**src/rtl/cache_line_filler.sv**
```systemverilog
// Line-fill responder: fetches an 8-word line critical-word-first from a pipelined
// read port, buffers it, then replays it to the cache as a contiguous 8-cycle burst.
module cache_line_filler #(
    parameter int ADDR_BITS       = 26,
    parameter int MAX_OUTSTANDING = 8
) (
    input  logic                 clk,
    input  logic                 reset_n,
    input  logic                 sdram_req,
    input  logic [ADDR_BITS-1:0] req_addr,
    output logic                 sdram_fill,
    output logic [15:0]          data_from_sdram,
    output logic                 busy,
    output logic                 mem_rd,
    output logic [ADDR_BITS-2:0] mem_addr,
    input  logic                 mem_ready,
    input  logic [15:0]          mem_rdata,
    input  logic                 mem_rvalid
);

    localparam int LINE_BITS = ADDR_BITS - 4;

    typedef enum logic [1:0] {IDLE, FETCH, STREAM} state_t;

    state_t               state, state_nx;
    logic [LINE_BITS-1:0] line, line_nx;
    logic [2:0]           crit, crit_nx;
    logic [3:0]           iss, iss_nx;
    logic [3:0]           ret, ret_nx;
    logic [3:0]           in_flight;
    logic [2:0]           k, k_nx;
    logic                 abort, abort_nx;
    logic                 accept;
    logic                 mem_rd_nx;
    logic [ADDR_BITS-2:0] mem_addr_nx;
    logic                 sdram_fill_nx;
    logic [15:0]          data_nx;
    logic                 buf_we;
    logic [2:0]           buf_wa;
    logic [15:0]          line_buf [8];
    logic                 unused_addr_bit;

    // Byte-lane bit of the request address carries no information for 16-bit words.
    assign unused_addr_bit = req_addr[0];

    assign busy   = (state != IDLE);
    assign accept = mem_rd & mem_ready;
    assign buf_wa = ret[2:0];

    always_ff @(posedge clk) begin
        if (!reset_n) begin
            state           <= IDLE;
            line            <= '0;
            crit            <= '0;
            iss             <= '0;
            ret             <= '0;
            k               <= '0;
            abort           <= 1'b0;
            mem_rd          <= 1'b0;
            mem_addr        <= '0;
            sdram_fill      <= 1'b0;
            data_from_sdram <= '0;
        end else begin
            state           <= state_nx;
            line            <= line_nx;
            crit            <= crit_nx;
            iss             <= iss_nx;
            ret             <= ret_nx;
            k               <= k_nx;
            abort           <= abort_nx;
            mem_rd          <= mem_rd_nx;
            mem_addr        <= mem_addr_nx;
            sdram_fill      <= sdram_fill_nx;
            data_from_sdram <= data_nx;
        end
    end

    // Buffer contents are don't-care after reset, so no reset term here.
    always_ff @(posedge clk) begin
        if (buf_we) line_buf[buf_wa] <= mem_rdata;
    end

    always_comb begin
        state_nx      = state;
        line_nx       = line;
        crit_nx       = crit;
        iss_nx        = iss;
        ret_nx        = ret;
        k_nx          = k;
        abort_nx      = abort;
        mem_rd_nx     = 1'b0;
        mem_addr_nx   = mem_addr;
        sdram_fill_nx = 1'b0;
        data_nx       = data_from_sdram;
        buf_we        = 1'b0;
        in_flight     = iss - ret;

        case (state)
            IDLE: begin
                abort_nx = 1'b0;
                if (sdram_req) begin
                    line_nx     = req_addr[ADDR_BITS-1:4];
                    crit_nx     = req_addr[3:1];
                    iss_nx      = '0;
                    ret_nx      = '0;
                    mem_rd_nx   = 1'b1;
                    mem_addr_nx = req_addr[ADDR_BITS-1:1];
                    state_nx    = FETCH;
                end
            end

            FETCH: begin
                if (!sdram_req) abort_nx = 1'b1;
                iss_nx = iss + {3'b000, accept};
                if (mem_rvalid && !ret[3]) begin
                    buf_we = 1'b1;
                    ret_nx = ret + 4'd1;
                end
                // Outstanding is evaluated after this cycle's accept and return.
                in_flight   = iss_nx - ret_nx;
                mem_rd_nx   = !iss_nx[3] && (in_flight < 4'(MAX_OUTSTANDING));
                mem_addr_nx = {line, 3'(crit + iss_nx[2:0])};
                if (ret[3]) begin
                    mem_rd_nx = 1'b0;
                    if (abort_nx) begin
                        state_nx = IDLE;
                    end else begin
                        state_nx      = STREAM;
                        k_nx          = '0;
                        sdram_fill_nx = 1'b1;
                        data_nx       = line_buf[0];
                    end
                end
            end

            STREAM: begin
                if (k == 3'd7) begin
                    state_nx = IDLE;
                end else begin
                    k_nx    = k + 3'd1;
                    data_nx = line_buf[k + 3'd1];
                end
            end

            default: state_nx = IDLE;
        endcase
    end

endmodule

```
**config.mk**
```make
export PLATFORM = sky130hd
export DESIGN_NAME = cache_line_filler
export DESIGN_NICKNAME = d
export VERILOG_FILES = /design/src/rtl/cache_line_filler.sv
export SDC_FILE = /design/constraint.sdc
export NUM_CORES = 1
export LEC_CHECK = 0
export BUFFER_PORTS_ARGS = -buffer_cell sky130_fd_sc_hd__clkbuf_2
export CAP_MARGIN = 15
export CORE_MARGIN = 2
export CORE_UTILIZATION = 45
export DETAILED_ROUTE_END_ITERATION = 8
export MAX_ROUTING_LAYER = met4
export PLACE_DENSITY = 0.69
export SYNTH_ARGS = -nofsm -noshare
export SYNTH_HDL_FRONTEND = slang
export SYNTH_SLANG_ARGS = --single-unit
```
**constraint.sdc**
```tcl
create_clock -name clk -period 3.23 [get_ports clk]
set_clock_uncertainty 0.1 [all_clocks]
set_input_delay 0.1615 -clock clk [delete_from_list [all_inputs] [get_ports clk]]
set_output_delay 0.1615 -clock clk [all_outputs]
set_load 0.005 [all_outputs]
```
==> impl_results.md <==
* Antenna Nets Post-Route at 0
* Clock buffer count from CTS at 22
* Syn avg cell area at 14.0 µm²
* Largest net degree at the start of global routing at 66
* Yosys top cell by area: edfxtp_1
* Die W at 140 µm
* Gr busiest metal: met2
* Post-CTS Setup Bufs at 0
* #FFs+latches synth at 210
* Total wire length at 18.4 mm
* Die area at 19600 µm²
* Crit Path Class: reg2reg
* # DRC at 3
* Tot Pwr at 5.81 mW
* End of the worst register-to-register path: data_from_sdram[15]$_SDFFE_PN0P_
* Synth Warn # at 0
* Actual slew at the worst max-slew pin at 1.12 ns
* TNS Setup at 0 ns
* Mapped Cells at 594
* GR Util met1 at 0.238
* Fin crit share at 0.739
* DRC marker count from the first detailed-route iteration at 386
* TritonRoute pass-1 iters at 9
* Slowest-stage cell, CP: or3_1
* Largest fanout on the critical path at 16
* Initial Util at 0.460
* Critical Path Sink Type: register
* Die H at 140 µm
* Boundary Pins at 91
* Met2 usage at 0.337
* Final critical-path required period at 2.39 ns
* CP Buf/Inv Count at 0
* Status: complete, but fails checks
* Unrepaired setup endpoints after global routing: false
* Hold_sp: mem_rvalid
* CTS tree: done
* Lkg Pwr at 3.59 nW
* Rows at 49
* Critical Path Source Type: register
* Reg2Reg Setup Slack at 0.84 ns
* Port bufs at 89
* Clk sinks at 210
* Hold path depth at 5
* Yosys cell types at 41
* Via density at 5.58
* Ys async rst share at 0
* CP Data Required Time at 3.48 ns
* Top-area cell type share of the netlist area at 0.462
* CP delay by family, top: simple AND/OR/NAND/NOR gates
* CP arrival at 2.64 ns
* Vias in the first global route at 5582
* FMAX at 419 MHz
* Vias after detailed routing at 5410
* MaxCap Viol Count at 0
* Max Slew Vio Count at 0
* CTS Buffer Depth at 3
* GRT Overall Usage at 0.194
* Synthesized net count at 650
* Final Hold Fails at 0
* Clock root buffer: clkbuf_16
* Register area share after synthesis at 0.659
* Layout cell share with drive strength beyond 1 at 0.242
* Diode count at 0
* Worst-Skew Late Latency at 0.51 ns
* Primary FF master, synth: edfxtp_1
* Hold worst-path end: ret[3]$_SDFFE_PN0P_
* Crit path largest cell delay at 0.82 ns
* Clock transition at path regs at 0.06 ns
* Core area at 18100 µm²
* Reg2reg path depth at 4
* HPWL after DPL at 10.5 mm
* R2r startpoint: state[1]$_SDFFE_PN0P_
* Count leader, synth: edfxtp_1
* Nets at 782
* Peak supply drop at 338 µV
* FILL cells at 1386
* Wire per inst at 19.0 µm
* GRT Residual Overflow at 0
* Mapped Area at 8330 µm²
* Synth top area cells: edfxtp_1 46%, dfxtp_1 20%, mux4_2 5.4%, nand2_1 4.9%, mux4_1 3.8%
* Synth top cells by count: 128 x edfxtp_1, 109 x nand2_1, 82 x dfxtp_1
* Antenna violations before repair at 0
* GR Util met3 at 0.0270
* Power density over cell area at 574 nW/µm²
* Failing checks: DRC
* Post-synth EDFFs at 128
* Final setup fails at 0
* Crit-path cells: nand2b_2, o22a_2, or3_1, o221ai_1
* HP Class: in2reg
* Depth of the CTS H-tree at 1
* Area growth, synth to finish at 21.5%
* Gpl congestion at 0.793
* Slew Limit Headroom at 0.251
* First-pass GRT wire length at 29.2 mm
==> kinds of logic after synthesis <==
| kind of cell | share of synthesized area |
|---|---|
| buf+inv | 0.0365 |
| flops | 0.659 |
| xor+xnor | 0.00631 |
| fa+ha+maj | 0.0144 |
| simple gates | 0.101 |
| compound gates | 0.0706 |
| mux | 0.112 |
==> stage by stage <==
step	util	instance area [µm²]	instances	hold WS, ns	setup slack, ns
2_1_floorplan	-	8330	594	0.160	0.272
3_3_place_gp	0.494	8940	889	0.310	0.937
3_5_place_dp	0.494	8940	889	0.319	0.847
4_1_cts	0.559	10100	970	0.0786	0.845
5_1_grt	0.559	10100	970	0.134	0.700
6_report	0.559	10100	970	0.104	0.842
==> cell type report <==
class	instances	area (µm²)	share of cell area
Clock buffer	32	638	0.0631
Clock inverter	7	119	0.0118
Inverter	2	7.51	0.000742
Multi-Input combinational cell	341	2560	0.254
Sequential cell	210	5490	0.542
Tap cell	229	287	0.0283
Timing Repair Buffer	149	1010	0.100
==> cell usage in the layout, fill, tap and decap left out, types with 2 or more instances in the layout <==
| cell type | count |
|---|---|
| a21oi_1 | 34 |
| a31oi_1 | 26 |
| and2_1 | 2 |
| buf_4 | 17 |
| bufinv_16 | 3 |
| clkbuf_1 | 5 |
| clkbuf_16 | 22 |
| clkbuf_2 | 89 |
| clkbuf_8 | 5 |
| clkinv_1 | 2 |
| dfxtp_1 | 81 |
| dlygate4sd3_1 | 42 |
| edfxtp_1 | 128 |
| ha_1 | 8 |
| mux2i_1 | 17 |
| mux4_1 | 12 |
| mux4_2 | 20 |
| nand2_1 | 109 |
| nand2b_1 | 4 |
| nand3_1 | 38 |
| nor2_1 | 22 |
| nor3_1 | 5 |
| nor3_2 | 2 |
| nor3b_1 | 3 |
| o221ai_1 | 6 |
| o221ai_2 | 10 |
| or3_1 | 2 |
| xnor2_1 | 2 |
| xor2_1 | 4 |
==> power by group <==
part / switching (mW) / internal [mW] / total, mW
combinational: 0.173 / 0.120 / 0.293
sequential: 0.0322 / 2.90 / 2.93
clock: 0.979 / 1.61 / 2.59
==> worst min-delay path, stage by stage <==
cell      delay (ns)
clkbuf_2        0.10
nand2_1         0.08
nor2_1          0.13
a22oi_1         0.10
nor2_1          0.08
==> state kept, by name, summed over array words and instances (netlist names) <==
name	flops
line_buf	128
mem_addr	25
line	22
data_from_sdram	16
iss	4
ret	4
crit	3
k	3
state	2
abort	1
mem_rd	1
sdram_fill	1
==> worst max path at each step <==
stage,from,to,slack [ns],cells after the start
5_1_grt,state[1]$_SDFFE_PN0P_,data_from_sdram[8]$_SDFFE_PN0P_,0.70,4
3_5_place_dp,state[1]$_SDFFE_PN0P_,data_from_sdram[15]$_SDFFE_PN0P_,0.85,4
2_1_floorplan,state[1]$_SDFFE_PN0P_,line_buf[7][0]$_DFFE_PP_,0.27,3
3_3_place_gp,state[1]$_SDFFE_PN0P_,data_from_sdram[9]$_SDFFE_PN0P_,0.94,4
4_1_cts,state[1]$_SDFFE_PN0P_,data_from_sdram[15]$_SDFFE_PN0P_,0.85,4
6_report,state[1]$_SDFFE_PN0P_,data_from_sdram[15]$_SDFFE_PN0P_,0.84,4
==> routing by layer <==
layer  up-vias  routed length, µm
met1      2716               7590
met5         -                  0
met3        30                876
li1       2495                  -
met2       169               9610
met4         0                342
==> repair_timing <==
action,4_1_cts,5_1_grt
gates resized for setup,0,0
endpoints found under the setup margin,0,0
hold buffers,42,0
endpoints found under the hold margin,180,0
No activity file was read; power rests on OpenSTA's default activity.
